`config.mk`:
```
export PLATFORM = sky130hd
export DESIGN_NAME = countdown_timer
export DESIGN_NICKNAME = d
export VERILOG_FILES = /design/src/rtl/countdown_timer.sv
export SDC_FILE = /design/constraint.sdc
export NUM_CORES = 1
export LEC_CHECK = 0
export CORE_ASPECT_RATIO = 0.75
export CORE_MARGIN = 4
export CORE_UTILIZATION = 40
export CTS_CLUSTER_SIZE = 24
export DETAILED_ROUTE_END_ITERATION = 8
export GPL_TIMING_DRIVEN = 1
export HOLD_SLACK_MARGIN = 0.12
export PLACE_DENSITY = 0.65
export SYNTH_ARGS = -nofsm -noshare
export SYNTH_HDL_FRONTEND = slang
export SYNTH_SLANG_ARGS = --single-unit
```
`constraint.sdc`:
```
create_clock -name clk -period 3.1 [get_ports clk]
set_clock_uncertainty 0.2 [all_clocks]
set_input_delay 0.62 -clock clk [delete_from_list [all_inputs] [get_ports clk]]
set_output_delay 0.62 -clock clk [all_outputs]
set_load 0.005 [all_outputs]
```
`src/rtl/countdown_timer.sv`:
```
// -----------------------------------------------------------------------------
// countdown_timer
//
// Loadable, parameterized down-counting timer. A value loaded through
// load_en/data_in is counted down to zero once started; reaching zero after a
// decrement raises a one-cycle terminal-count pulse. With auto_reload set,
// the expiry cycle reloads the last loaded value and the timer keeps running,
// giving a periodic tick every R+1 cycles.
//
// Ports:
//   clk         in   rising-edge clock
//   reset_n     in   asynchronous active-low reset
//   load_en     in   load data_in into count and reload register (top priority)
//   data_in     in   [N-1:0] load value
//   start       in   begin/resume counting (ignored when count is zero)
//   stop        in   pause counting, count held
//   auto_reload in   on expiry, reload instead of halting
//   count_out   out  [N-1:0] current count (registered)
//   tc          out  terminal-count pulse, one cycle (registered)
//   busy        out  high while running (registered)
// -----------------------------------------------------------------------------
module countdown_timer #(
  parameter int unsigned N = 8
) (
  input  logic         clk,
  input  logic         reset_n,
  input  logic         load_en,
  input  logic [N-1:0] data_in,
  input  logic         start,
  input  logic         stop,
  input  logic         auto_reload,
  output logic [N-1:0] count_out,
  output logic         tc,
  output logic         busy
);

  localparam logic [0:0] IDLE = 1'b0;
  localparam logic [0:0] RUN  = 1'b1;

  localparam logic [N-1:0] ZERO_C = {N{1'b0}};
  localparam logic [N-1:0] ONE_C  = {{(N-1){1'b0}}, 1'b1};

  logic [0:0]   state_r;
  logic [0:0]   state_s;
  logic [N-1:0] count_r;
  logic [N-1:0] count_s;
  logic [N-1:0] reload_r;
  logic [N-1:0] reload_s;
  logic         tc_r;
  logic         tc_s;

  // Next-state logic: load beats stop beats start; tc only on the 1 -> 0 step.
  always_comb begin
    state_s  = state_r;
    count_s  = count_r;
    reload_s = reload_r;
    tc_s     = 1'b0;
    if (load_en) begin
      count_s  = data_in;
      reload_s = data_in;
      state_s  = IDLE;
    end else if (stop) begin
      // Pausing holds the count; a stop in IDLE changes nothing.
      state_s = IDLE;
    end else begin
      case (state_r)
        IDLE: begin
          // Starting from zero would only produce an immediate expiry, so it is ignored.
          if (start && (count_r != ZERO_C)) begin
            state_s = RUN;
          end else begin
            state_s = IDLE;
          end
        end
        RUN: begin
          if (count_r == ZERO_C) begin
            // Expiry cycle: the only point where auto_reload is looked at.
            if (auto_reload && (reload_r != ZERO_C)) begin
              count_s = reload_r;
              state_s = RUN;
            end else begin
              state_s = IDLE;
            end
          end else if (count_r == ONE_C) begin
            count_s = ZERO_C;
            tc_s    = 1'b1;
          end else begin
            count_s = count_r - ONE_C;
          end
        end
        default: begin
          state_s = IDLE;
        end
      endcase
    end
  end

  // State, count, reload and terminal-count registers.
  always_ff @(posedge clk or negedge reset_n) begin
    if (!reset_n) begin
      state_r  <= IDLE;
      count_r  <= ZERO_C;
      reload_r <= ZERO_C;
      tc_r     <= 1'b0;
    end else begin
      state_r  <= state_s;
      count_r  <= count_s;
      reload_r <= reload_s;
      tc_r     <= tc_s;
    end
  end

  assign count_out = count_r;
  assign tc        = tc_r;
  assign busy      = (state_r == RUN);

endmodule
```
==> flow_summary.ini, run 1 <==
[grt]
overflow = 0
grt_usage = 0.175
antenna_found_initial = 0
grt_pass1_wl_microns = 4660
grt_pass1_vias = 1002
grt_max_degree = 32

[drt]
dr.pass1.iters = 4
vias_per_cell = 5.56
finalWirelength_microns = 2790
drt-wirelength-per-cell_microns = 15.1
drc = 0
vias = 1028
drtAntennaViolNets = 0
drt_iter0_markers = 65

[clock_tree]
clock_latency_ps = 250
numCtsBuffers = 3
cts.path.max_buffers = 2
clockRootBuffer = clkbuf_8
post-cts-setup-buffers = 0
htree_levels = 1
cts_resized = 0
path_clk_slew_ps = 60
cts_tree = built
clock-sinks = 18
ctsHoldBuffers = 0

[die]
die_h_microns = 53.4
io_pins = 24
rows = 16
core_area_sq_um = 2620
start_util = 0.420
die_x_microns = 68.6
die_area_sq_um = 3660

[outcome]
status = finished clean

[synthesis]
synthFlopType = dfrtp_1
synth_nets = 143
synth_area_sq_um = 1100
synth_warnings = 0
async_reset_ff_frac = 1.00
synth-seq-cells = 18
yosysSeqAreaShare = 0.409
synth_cells = 126
ys_types = 37
syn_avg_cell_area_sq_um = 8.74
synth_edf_count = 0

[timing]
worst_pin_slew_ps = 798
min_period_ps = 2620
rsz0062_at_grt = no
max_freq_mhz = 382
setup_viol = 0
drv_slew = 0
tns_ps = 0
min_period_over_period = 0.845
maxSlewHeadroom = 0.467
hold_violations = 0

[power]
p_leak_nw = 0.577
powerDensity_nw_per_um2 = 437
vdd_drop_max_v = 0.000215
total_power_w = 0.000615

[place]
hpwl_microns = 2130
place_congestion = 0.906
port_buffers = 23

[setup_path]
critPathBufInv = 0
critical_path_class = register to register
endpoint_kind = register
cp.required_ps = 3070
crit_path_start_kind = register
cpLargestDelayFamily = simple AND/OR/NAND/NOR gates
worst_path_max_delay_cell = or4_1
cp_max_fo = 7
path_cells = or4_1 > o41a_4 > or2_1 > a311o_1 > o21ai_0
cpPeakStageDelay_ps = 650
critPathArrivalTime_ps = 2590

[job]
maxCapViolations = 0

[layout]
area_growth_pct = 27.8
num-nets-final = 168
drive_gt1_frac = 0.0872
antenna_cells = 0

[worst_hold_path]
hold_class = register to register
==> area by class of cell <==
| cell class | count | area, sq um |
|---|---|---|
| Clock buffer | 3 | 41.3 |
| Fill cell | 251 | 1210 |
| Inverter | 13 | 48.8 |
| Multi-Input combinational cell | 89 | 569 |
| Sequential cell | 18 | 450 |
| Tap cell | 36 | 45.0 |
| Timing Repair Buffer | 26 | 253 |
==> registers in the layout, summed over array words and instances (netlist names) <==
register	cells
count_out	8
reload_r	8
busy	1
tc	1
==> metal layers <==
layer	part of all wire	global-route usage
met5	0	0
met4	0.0086	0.0528
met3	0.088	0.0552
met2	0.44	0.254
met1	0.46	0.244
==> where the power goes <==
part / internal, W / total [W] / leakage, nW / switching [W]
sequential: 0.000258 / 0.000295 / 0.221 / 0.0000362
clock: 0.0000863 / 0.000161 / 0.0216 / 0.0000749
combinational: 0.0000842 / 0.000159 / 0.334 / 0.0000750
==> layout by cell type, fill, tap and decap left out, types with 3 or more instances in the layout <==
cell type	count
nand2_1	12
a21oi_1	8
o21ai_0	11
nor2_1	8
clkdlybuf4s50_1	23
ha_1	3
nor4_1	6
clkbuf_8	3
dfrtp_1	18
nor3_1	7
buf_4	3
a211oi_1	3
inv_1	13
==> stage by stage <==
stage	instance area [sq um]	cells	hold WS, ps	utilization	setup slack, ps
2_1_floorplan	1100	126	124	-	637
3_3_place_gp	1370	182	346	0.521	548
3_5_place_dp	1370	182	346	0.521	495
4_1_cts	1410	185	361	0.537	492
5_1_grt	1410	185	409	0.537	349
6_report	1410	185	361	0.537	481
==> kinds of logic after synthesis <==
| kind of cell | after synthesis | share of synthesized area |
|---|---|---|
| buf+inv | 19 | 0.0739 |
| flops | 18 | 0.409 |
| xor+xnor | 2 | 0.0159 |
| compound gates | 36 | 0.230 |
| mux | 4 | 0.0386 |
| fa+ha+maj | 3 | 0.0341 |
| simple gates | 44 | 0.199 |
==> worst reg2reg max path, cell delays in order (launching register included) <==
cell and delay [ps]:
dfrtp_1 440, or4_1 660, o41a_4 430, or2_1 360
a311o_1 380, o21ai_0 80
==> final timing paths <==
kind | startpoint | end | slack (ps) | cells after the start
worst max-delay path | count_out[4] | count_out[6] | 480 | 5
worst min-delay path | reload_r[5] | reload_r[5] | 360 | 1
worst max register to register | count_out[4] | count_out[6] | 480 | 5
worst min register to register | reload_r[5] | reload_r[5] | 360 | 1
max in group asynchronous | reset_n | count_out[5] | 1570 | 1
min in group asynchronous | reset_n | reload_r[2] | 630 | 1
==> synth_stat cells, types with 2 or more instances <==
master / count / area (sq um)
clkbuf_1: 3 / 11.3
inv_1: 13 / 48.8
or4_1: 2 / 15.0
nor3_1: 7 / 35.0
nor2_1: 8 / 30.0
o31ai_1: 2 / 15.0
mux2_2: 2 / 22.5
mux2i_1: 2 / 20.0
buf_2: 2 / 10.0
nand4_1: 2 / 12.5
ha_1: 3 / 37.5
a211oi_1: 3 / 22.5
a21oi_1: 8 / 40.0
dfrtp_1: 18 / 450
nor4_1: 6 / 37.5
xnor2_1: 2 / 17.5
nand2_1: 12 / 45.0
a221oi_1: 2 / 17.5
o21ai_0: 11 / 55.1
(Power assumes the default switching activity.)
==> run 2: changes to the inputs <==
- PLACE_DENSITY: 0.65 -> 0.68
- clock period: 3.1 -> 2.3 ns (I/O delays scaled with it)
==> flow_summary.ini, run 2 (same netlist as run 1, synthesis figures left out) <==
[outcome]
status = finished, violations left
violations = negative setup slack

[setup_path]
cp.required_ps = 2290
cpPeakStageDelay_ps = 580
cp_max_fo = 7
critPathBufInv = 0
path_cells = or4_4 > o41a_4 > or2_4 > a311o_1 > o21ai_1
worst_path_max_delay_cell = or4_4
cpLargestDelayFamily = simple AND/OR/NAND/NOR gates
critPathArrivalTime_ps = 2340
endpoint_kind = register
rrSetupSlack_ps = -60
critical_path_class = register to register
crit_path_start_kind = register

[die]
die_area_sq_um = 3660
io_pins = 24
start_util = 0.420
core_area_sq_um = 2620
die_x_microns = 68.6
rows = 16
die_h_microns = 53.4

[grt]
grt_usage = 0.196
overflow = 0
grt_pass1_vias = 1104
grt_max_degree = 21
grt_pass1_wl_microns = 5130
antenna_found_initial = 0

[clock_tree]
cts.path.max_buffers = 2
cts_tree = built
path_clk_slew_ps = 70
clock-sinks = 18
clock_latency_ps = 260
numCtsBuffers = 3
htree_levels = 1
clockRootBuffer = clkbuf_8

[place]
port_buffers = 23
dp_slack_ps = -182
place_congestion = 0.947
post_dp_cell_area_sq_um = 1500
hpwl_microns = 2390

[layout]
multi_input_area_sq_um = 611
final_cell_mix = clkdlybuf4s50_1, buf_4, dfrtp_1
num-nets-final = 188
fillerInstances = 235
area_growth_pct = 45.2
register_area_sq_um = 450
fin_area_sq_um = 1600
drive_gt1_frac = 0.237
antenna_cells = 0

[timing]
worst_pin_slew_ps = 404
layout_setup_ws_ps = -57.0
maxSlewHeadroom = 0.731
max_freq_mhz = 424
rsz0062_at_grt = yes
min_period_ps = 2360
hold_violations = 0
whs_ps = 334
tns_ps = -84.8
drv_slew = 0
setup_viol = 2
min_period_over_period = 1.02

[drt]
drc = 0
vias = 1119
drt_iter0_markers = 85
finalWirelength_microns = 3220
dr.pass1.iters = 4
drtAntennaViolNets = 0
vias_per_cell = 5.46
drt-wirelength-per-cell_microns = 15.7

[power]
p_leak_nw = 0.682
powerDensity_nw_per_um2 = 570
total_power_w = 0.000912
vdd_drop_max_v = 0.000374

[worst_hold_path]
hold_class = input port to async pin

[job]
maxCapViolations = 0
## run 2: cell types whose count changed in the layout (fill, tap and decap cells not counted), sizes merged
cell | previous run | this run
buf | 3 | 23
## run 2: report_power, final
part	internal (W)	switching (W)
Clock	0.000117	0.000111
Sequential	0.000348	0.0000288
Combinational	0.000163	0.000145
Total	0.000627	0.000284
## run 2: per-stage QoR
step	util	instances
after floorplan	-	126
after global placement	0.573	200
after detailed placement	0.573	200
after CTS	0.593	203
after global routing	0.610	205
final	0.610	205
## run 2: timing repair
| item | 4_1_cts | 5_1_grt |
|---|---|---|
| setup buffers | 0 | 2 |
| setup endpoints to repair | 7 | 6 |
| pin swaps | 2 | 0 |
| resized for setup | 3 | 7 |
| hold buffers | 0 | 0 |
## run 2: layout make-up
class | count | share of cell area
repair buffers | 46 | 0.252
multi-input cells | 89 | 0.382
well taps | 36 | 0.0282
inverters | 13 | 0.0305
flip-flops and latches | 18 | 0.282
clock buffers | 3 | 0.0258
## run 2: final timing paths
path                            cells past startpoint         start            to
worst max-delay path                                5  count_out[3]  count_out[6]
worst min-delay path                                2       reset_n   reload_r[2]
worst max register to register                      5  count_out[3]  count_out[6]
worst min register to register                      2   reload_r[3]   reload_r[3]
max in group asynchronous                           2       reset_n  count_out[4]
min in group clk                                    2   reload_r[3]   reload_r[3]
## run 2: per-layer routing
metal / global-route usage / routed length (microns) / vias to the layer above
li1: - / - / 546
met1: 0.264 / 1490 / 508
met2: 0.281 / 1360 / 56
met3: 0.0764 / 294 / 9
met4: 0.0693 / 68 / 0
met5: 0 / 0 / -
==> run 3: changes to the inputs <==
- CORE_UTILIZATION: 40 -> 25
- PLACE_DENSITY: 0.68 -> 0.47
==> flow_summary.ini, run 3 (same netlist as run 1, synthesis figures left out) <==
[outcome]
status = finished, violations left
violations = negative setup slack

[timing]
max_freq_mhz = 428
hold_violations = 0
maxSlewHeadroom = 0.699
drv_slew = 0
setup_viol = 2
min_period_ps = 2340
rsz0062_at_grt = yes
layout_setup_ws_ps = -36.5
min_period_over_period = 1.02
worst_pin_slew_ps = 448

[place]
hpwl_microns = 2710
place_congestion = 0.841
dpl.cell_count = 222
dp_slack_ps = -128
port_buffers = 23

[layout]
fillerInstances = 422
final_cells = 226
area_growth_pct = 53.4
final_common_cell = clkdlybuf4s50_1
antenna_cells = 0
num-nets-final = 189
final_cell_mix = clkdlybuf4s50_1, buf_4, dfrtp_1
drive_gt1_frac = 0.251

[drt]
finalWirelength_microns = 3410
drt_iter0_markers = 66
drtAntennaViolNets = 0
vias = 1139
drc = 0
drt-wirelength-per-cell_microns = 15.1
dr.pass1.iters = 4
vias_per_cell = 5.04

[clock_tree]
cts.path.max_buffers = 2
clock_latency_ps = 270
numCtsBuffers = 3
cts_tree = built
clock-sinks = 18
clockRootBuffer = clkbuf_8
htree_levels = 1
path_clk_slew_ps = 70

[grt]
grt_pass1_vias = 1086
antenna_found_initial = 0
grt_pass1_wl_microns = 5490
grt_usage = 0.129
grt_max_degree = 19
overflow = 0

[setup_path]
critPathArrivalTime_ps = 2330
cp.required_ps = 2300
r2r_end = count_out[6]
cp_max_fo = 5
rrSetupSlack_ps = -40
endpoint_kind = register
crit_path_start_kind = register
critical_path_class = register to register
r2r_cells = 5
timing.rr.start = count_out[2]

[power]
powerDensity_nw_per_um2 = 572
vdd_drop_max_v = 0.000199
p_leak_nw = 0.706

[die]
core_area_sq_um = 4150
io_pins = 24
die_h_microns = 65.5
rows = 20
die_x_microns = 84.6
die_area_sq_um = 5540
start_util = 0.265

[job]
maxCapViolations = 0

[worst_hold_path]
hold_class = input port to async pin
[run 3: layout make-up]
| type | instances | area [sq um] | area share |
|---|---|---|---|
| flip-flops and latches | 18 | 450 | 0.267 |
| well taps | 55 | 68.8 | 0.0407 |
| clock buffers | 4 | 55.1 | 0.0326 |
| repair buffers | 47 | 438 | 0.259 |
| multi-input cells | 89 | 628 | 0.372 |
| inverters | 13 | 48.8 | 0.0289 |
[run 3: worst max-delay path, stage by stage, from the launching register on]
cell and delay (ps):
dfrtp_1 390, or4_4 570, o41a_4 400, or2_4 270, a311o_1 360, o21ai_1 70
[run 3: power by group]
group	total (W)	internal [W]	switching, W
combinational	0.000324	0.000167	0.000157
clock	0.000271	0.000153	0.000118
sequential	0.000372	0.000348	0.0000235
[run 3: how the worst max path moves through the flow]
stage,startpoint,to,cells after the start
6_report,count_out[2],count_out[6],5
3_5_place_dp,stop,count_out[2],6
3_3_place_gp,stop,count_out[2],6
4_1_cts,count_out[5],count_out[2],8
5_1_grt,count_out[2],count_out[2],8
2_1_floorplan,count_out[4],count_out[6],7
[run 3: layer usage]
layer | track usage | vias up | wire length (microns)
met5 | 0 | - | 0
met4 | 0.0356 | 0 | 44
met3 | 0.0401 | 5 | 221
met2 | 0.195 | 39 | 1500
met1 | 0.178 | 546 | 1640
li1 | - | 549 | -
[run 3: repair_timing]
item | 4_1_cts | 5_1_grt
hold buffers | 0 | 0
setup endpoints to repair | 7 | 8
setup buffers | 0 | 0
gates resized for setup | 8 | 10
cloned | 0 | 0
pin swaps | 2 | 5
[run 3: through the flow]
stage | hold slack, ps | power, W | setup TNS, ps | util | instance area (sq um)
global placement | 362 | 0.000675 | -284 | 0.376 | 1560
detailed placement | 359 | 0.000676 | -515 | 0.376 | 1560
finish | 319 | 0.000966 | -63.7 | 0.407 | 1690
CTS | 327 | 0.000962 | -6.04 | 0.400 | 1660
global route | 339 | 0.00102 | -227 | 0.407 | 1690
floorplan | -35.6 | 0.000512 | -368 | - | 1100
